--- config.mk ---
export PLATFORM = sky130hd
export DESIGN_NAME = bin2bcd_seq_flat
export DESIGN_NICKNAME = d
export VERILOG_FILES = /design/src/rtl/bin2bcd_seq_if.sv /design/src/rtl/bin2bcd_seq.sv /design/src/flat_wrapper.sv
export SDC_FILE = /design/constraint.sdc
export NUM_CORES = 1
export LEC_CHECK = 0
export CORE_AREA = 3 3 90 92
export DETAILED_ROUTE_END_ITERATION = 8
export DIE_AREA = 0 0 93 95
export HOLD_SLACK_MARGIN = 0.12
export SYNTH_ARGS = -nofsm -noshare
export SYNTH_HDL_FRONTEND = slang
export SYNTH_SLANG_ARGS = --single-unit
--- constraint.sdc ---
create_clock -name clk -period 2.04 [get_ports clk]
set_input_delay 0.408 -clock clk [delete_from_list [all_inputs] [get_ports clk]]
set_output_delay 0.408 -clock clk [all_outputs]
set_load 0.01 [all_outputs]
--- src/rtl/bin2bcd_seq_if.sv ---
// Valid/ready handshake bundle for the binary-to-BCD converter.
// master drives operands and result acceptance; slave is the converter.
interface bin2bcd_seq_if #(
  parameter int BIN_W  = 14,
  parameter int DIGITS = 4
);
  logic                  in_valid;
  logic                  in_ready;
  logic [BIN_W-1:0]      in_data;
  logic                  out_valid;
  logic                  out_ready;
  logic [4*DIGITS-1:0]   out_bcd;
  logic                  out_ovf;

  modport master (
    output in_valid,
    output in_data,
    output out_ready,
    input  in_ready,
    input  out_valid,
    input  out_bcd,
    input  out_ovf
  );

  modport slave (
    input  in_valid,
    input  in_data,
    input  out_ready,
    output in_ready,
    output out_valid,
    output out_bcd,
    output out_ovf
  );
endinterface

--- src/rtl/bin2bcd_seq.sv ---
// Iterative double-dabble binary to packed BCD, saturating to all nines.
// One iteration per clock; fixed BIN_W-cycle latency from accept to result.
module bin2bcd_seq #(
  parameter int BIN_W  = 14,
  parameter int DIGITS = 4
) (
  input  logic           clk,
  input  logic           rst_n,
  bin2bcd_seq_if.slave   bus
);
  localparam int BW = 4 * DIGITS;
  localparam int CW = $clog2(BIN_W);
  localparam logic [BIN_W-1:0] MAXV  = BIN_W'(10**DIGITS - 1);
  localparam logic [BW-1:0]    NINES = {DIGITS{4'h9}};

  typedef enum logic [1:0] {
    IDLE,
    SHIFT,
    DONE
  } state_t;

  state_t            state;
  state_t            state_n;
  logic [BIN_W-1:0]  bin;
  logic [BW-1:0]     acc;
  logic [BW-1:0]     adj;
  logic [BW-1:0]     acc_n;
  logic [BW-1:0]     obcd;
  logic              ovf;
  logic              oovf;
  logic [CW-1:0]     cnt;
  logic              last;

  assign last = (cnt == CW'(BIN_W - 1));

  always_ff @(posedge clk or negedge rst_n) begin
    if (!rst_n) state <= IDLE;
    else        state <= state_n;
  end

  always_comb begin
    state_n = state;
    unique case (state)
      IDLE:    if (bus.in_valid)  state_n = SHIFT;
      SHIFT:   if (last)          state_n = DONE;
      DONE:    if (bus.out_ready) state_n = IDLE;
      default:                    state_n = IDLE;
    endcase
  end

  always_comb begin
    adj = acc;
    for (int i = 0; i < DIGITS; i++) begin
      if (acc[4*i +: 4] >= 4'd5)
        adj[4*i +: 4] = acc[4*i +: 4] + 4'd3;
    end
  end

  // Top carry out of the accumulator is dropped; overflow saturates instead.
  assign acc_n = BW'({adj, bin[BIN_W-1]});

  always_ff @(posedge clk or negedge rst_n) begin
    if (!rst_n) begin
      bin  <= '0;
      acc  <= '0;
      ovf  <= 1'b0;
      cnt  <= '0;
      obcd <= '0;
      oovf <= 1'b0;
    end else begin
      unique case (state)
        IDLE: begin
          if (bus.in_valid) begin
            bin <= bus.in_data;
            acc <= '0;
            ovf <= (bus.in_data > MAXV);
            cnt <= '0;
          end
        end
        SHIFT: begin
          bin <= bin << 1;
          acc <= acc_n;
          cnt <= cnt + 1'b1;
          if (last) begin
            obcd <= ovf ? NINES : acc_n;
            oovf <= ovf;
          end
        end
        default: ;
      endcase
    end
  end

  assign bus.in_ready  = (state == IDLE);
  assign bus.out_valid = (state == DONE);
  assign bus.out_bcd   = obcd;
  assign bus.out_ovf   = oovf;
endmodule
--- src/flat_wrapper.sv ---
// flat-port wrapper written by rule: the top's interface ports become plain ports
module bin2bcd_seq_flat 
#(
  parameter int BIN_W  = 14,
  parameter int DIGITS = 4
)
  (clk, rst_n, bus_in_valid, bus_in_data, bus_out_ready, bus_in_ready, bus_out_valid, bus_out_bcd, bus_out_ovf);
  bin2bcd_seq_if #(.BIN_W(BIN_W), .DIGITS(DIGITS)) bus_i ();
  input  logic clk;
  input  logic rst_n;
  input wire logic [$bits(bus_i.in_valid)-1:0] bus_in_valid;
  input wire logic [$bits(bus_i.in_data)-1:0] bus_in_data;
  input wire logic [$bits(bus_i.out_ready)-1:0] bus_out_ready;
  output wire logic [$bits(bus_i.in_ready)-1:0] bus_in_ready;
  output wire logic [$bits(bus_i.out_valid)-1:0] bus_out_valid;
  output wire logic [$bits(bus_i.out_bcd)-1:0] bus_out_bcd;
  output wire logic [$bits(bus_i.out_ovf)-1:0] bus_out_ovf;
  assign bus_i.in_valid = bus_in_valid;
  assign bus_i.in_data = bus_in_data;
  assign bus_i.out_ready = bus_out_ready;
  assign bus_in_ready = bus_i.in_ready;
  assign bus_out_valid = bus_i.out_valid;
  assign bus_out_bcd = bus_i.out_bcd;
  assign bus_out_ovf = bus_i.out_ovf;
  bin2bcd_seq #(.BIN_W(BIN_W), .DIGITS(DIGITS)) u_core (.clk(clk), .rst_n(rst_n), .bus(bus_i));
endmodule
==> results of run 1 <==
[cell usage in the layout, fill, tap and decap left out, types with 4 or more instances in the layout]
| master | netlist | final |
|---|---|---|
| a21oi_1 | 10 | 10 |
| a32o_1 | 4 | 4 |
| buf_4 | 0 | 6 |
| clkbuf_8 | 0 | 5 |
| clkdlybuf4s50_1 | 0 | 35 |
| dfrtp_1 | 54 | 54 |
| ha_1 | 10 | 10 |
| inv_1 | 11 | 11 |
| nand2_1 | 18 | 18 |
| nand2b_1 | 6 | 6 |
| nand3_1 | 15 | 15 |
| nor2_1 | 40 | 40 |
| nor3b_1 | 7 | 7 |
| o21ai_0 | 18 | 18 |
| o22ai_1 | 12 | 12 |
| o31ai_1 | 9 | 9 |
| xnor2_1 | 4 | 4 |
[worst max-delay path: stages, from the launching register on]
cell             delay (ns)
dfrtp_1                0.42
nand2b_1               0.17
inv_1                  0.05
clkdlybuf4s50_1        0.52
[final cells by class]
class / instances / area, sq um
repair buffers: 44 / 430
flip-flops and latches: 54 / 1350
fillers: 736 / 4150
multi-input cells: 179 / 1120
well taps: 99 / 124
clock buffers: 7 / 76.3
inverters: 11 / 41.3
[cells in the mapped netlist (4+ instances only)]
cell	number
o31ai_1	9
clkbuf_1	8
inv_1	11
nor3b_1	7
nor2_1	40
ha_1	10
a21oi_1	10
nand2b_1	6
o22ai_1	12
nand3_1	15
xnor2_1	4
o21ai_0	18
dfrtp_1	54
a32o_1	4
nand2_1	18
[routing by layer]
| metal | wire length (um) | up-vias | GRT usage |
|---|---|---|---|
| met5 | 0 | - | 0 |
| met4 | 94 | 0 | 0.0415 |
| met3 | 190 | 8 | 0.0239 |
| met2 | 2390 | 39 | 0.214 |
| met1 | 2620 | 924 | 0.173 |
| li1 | - | 984 | - |
[cells by family (layout without fill, tap and decap cells)]
logic type | after synthesis | in the layout
AND/OR/NAND/NOR | 95 | 95
AO/OA/AOI/OAI | 65 | 65
flip-flops | 54 | 54
buffers and inverters | 25 | 62
adder cells (fa/ha/maj) | 10 | 10
XOR/XNOR | 5 | 5
multiplexers | 4 | 4
[registers in the layout (all words and copies together) (netlist names)]
name / cells
u_core.state: 2
u_core.bin: 14
u_core.acc: 16
u_core.bus.out_bcd: 16
u_core.cnt: 4
u_core.ovf: 1
u_core.bus.out_ovf: 1
[stage by stage]
step	cells	util
after global routing	394	0.431
after floorplan	258	-
final	394	0.431
after global placement	386	0.419
after CTS	394	0.431
after detailed placement	386	0.419
[where the power goes]
group | switching (mW) | internal [mW]
registers | 0.412 | 1.56
clock network | 0.317 | 0.237
logic | 1.18 | 1.10
[path summary, 6_finish.rpt]
path,start,endpoint,slack [ns],cells past startpoint
min,u_core.bus.out_bcd[0]$_DFFE_PN0P_,u_core.bus.out_bcd[0]$_DFFE_PN0P_,0.47,2
max,u_core.state[0]$_DFFE_PN0P_,bus_out_valid,0.18,3
max in group asynchronous,rst_n,u_core.cnt[1]$_DFFE_PN0P_,0.86,3
max reg2reg,u_core.acc[8]$_DFFE_PN0P_,u_core.bus.out_bcd[10]$_DFFE_PN0P_,0.24,6
min reg2reg,u_core.bus.out_bcd[0]$_DFFE_PN0P_,u_core.bus.out_bcd[0]$_DFFE_PN0P_,0.47,2
min in group asynchronous,rst_n,u_core.bus.out_bcd[13]$_DFFE_PN0P_,0.62,2
==> results.json, run 1 <==
{
  "status": "finished, final reports clean",
  "ctsResizeCount": 0,
  "rsz0062_at_grt": "false",
  "synth_flop_cell": "dfrtp_1",
  "finalCritPeriodShare": 0.911,
  "drtIter0Drc": 89,
  "ys_ff_latch": 54,
  "num_vias": 1955,
  "synth_top_family_by_area": "compound AO/OA/AOI/OAI gates",
  "diodes": 0,
  "dp_slack_ns": 0.166,
  "drcViolationCount": 0,
  "netlist_instances": 258,
  "synth-adder-area-share": 0.0486,
  "htreeDepth": 2,
  "synthMuxAreaShare": 0.0170,
  "leakagePower_nw": 1.34,
  "root_buffer": "clkbuf_8",
  "yosys_warnings": 0,
  "place.gp.congestion": 0.787,
  "drt_pass1_iterations": 4,
  "cts_buffer_depth": 2,
  "worst_setup_path_start_kind": "register",
  "antenna_left": 0,
  "setup_slack_ns": 0.181,
  "hold_viol_final": 0,
  "cts_tree": "built",
  "design.portCount": 37,
  "clkSinkCount": 54,
  "period_needed_ns": 1.86,
  "synth_xor_area_frac": 0.0170,
  "grt.total_usage": 0.130,
  "max_freq_ghz": 0.538,
  "synth_area_leaders": "dfrtp_1, nor2_1, ha_1, o21ai_0, nand3_1",
  "ys_types": 36,
  "power_per_cell_area_nw_per_um2": 1530,
  "start_util": 0.353,
  "peakVddDrop_uv": 460,
  "synth_area_sq_um": 2570,
  "crit_fanout": 5,
  "grt_pass1_wl_um": 9190,
  "p_total_mw": 4.81,
  "wl_um": 5290,
  "die-area_sq_um": 8840,
  "worst_slew_pin_slew_ns": 0.620,
  "worstSetupPathType": "register to output pin",
  "hold_buffers": 1,
  "tns_ns": 0,
  "via_per_inst": 4.96,
  "place_hpwl_um": 3730,
  "synth_edf_count": 0,
  "drive_above_1_share": 0.0746,
  "setup_viol": 0,
  "synth.largest_area_cell": "dfrtp_1",
  "numCtsBuffers": 5,
  "core_area_sq_um": 7290,
  "cts.clk_slew.worst_paths_ns": 0.09,
  "num_rows": 31,
  "syn_to_final_growth_pct": 22.0,
  "slew_viol_final": 0,
  "io_buffers": 36,
  "synth_fp_nets": 286,
  "cts_setup_buffers": 0,
  "yosysTopAreaCellShare": 0.525,
  "grt_pass1_vias": 1912,
  "dpl_cell_area_sq_um": 3050,
  "die-width_um": 93,
  "nets": 323,
  "insertion_delay_ns": 0.29,
  "grt_max_degree": 34,
  "worstPathRequired_ns": 1.63,
  "antenna_found_initial": 0,
  "maxCapViolations": 0,
  "slew_headroom": 0.587,
  "hold-worst-slack_ns": 0.473,
  "async_flop_share": 1.00,
  "design_area_sq_um": 3140,
  "overflow": 0,
  "hold_class": "register to register",
  "critical_path_arrival_ns": 1.45,
  "end_kind": "output pin",
  "avgSynthCellArea_sq_um": 9.97,
  "synth_compound_gate_area_share": 0.179,
  "ys_seq_area_frac": 0.525,
  "die-height_um": 95,
  "finClkSkew_ns": 0.00804,
  "synthSimpleGateAreaFrac": 0.172,
  "wire_per_inst_um": 13.4
}
(Power assumes the default switching activity.)
==> run 2, diff against run 1 <==
CAP_MARGIN = 5   (was default)
==> results of run 2 <==
Final layout, timing and power as in run 1 (identical DEF).
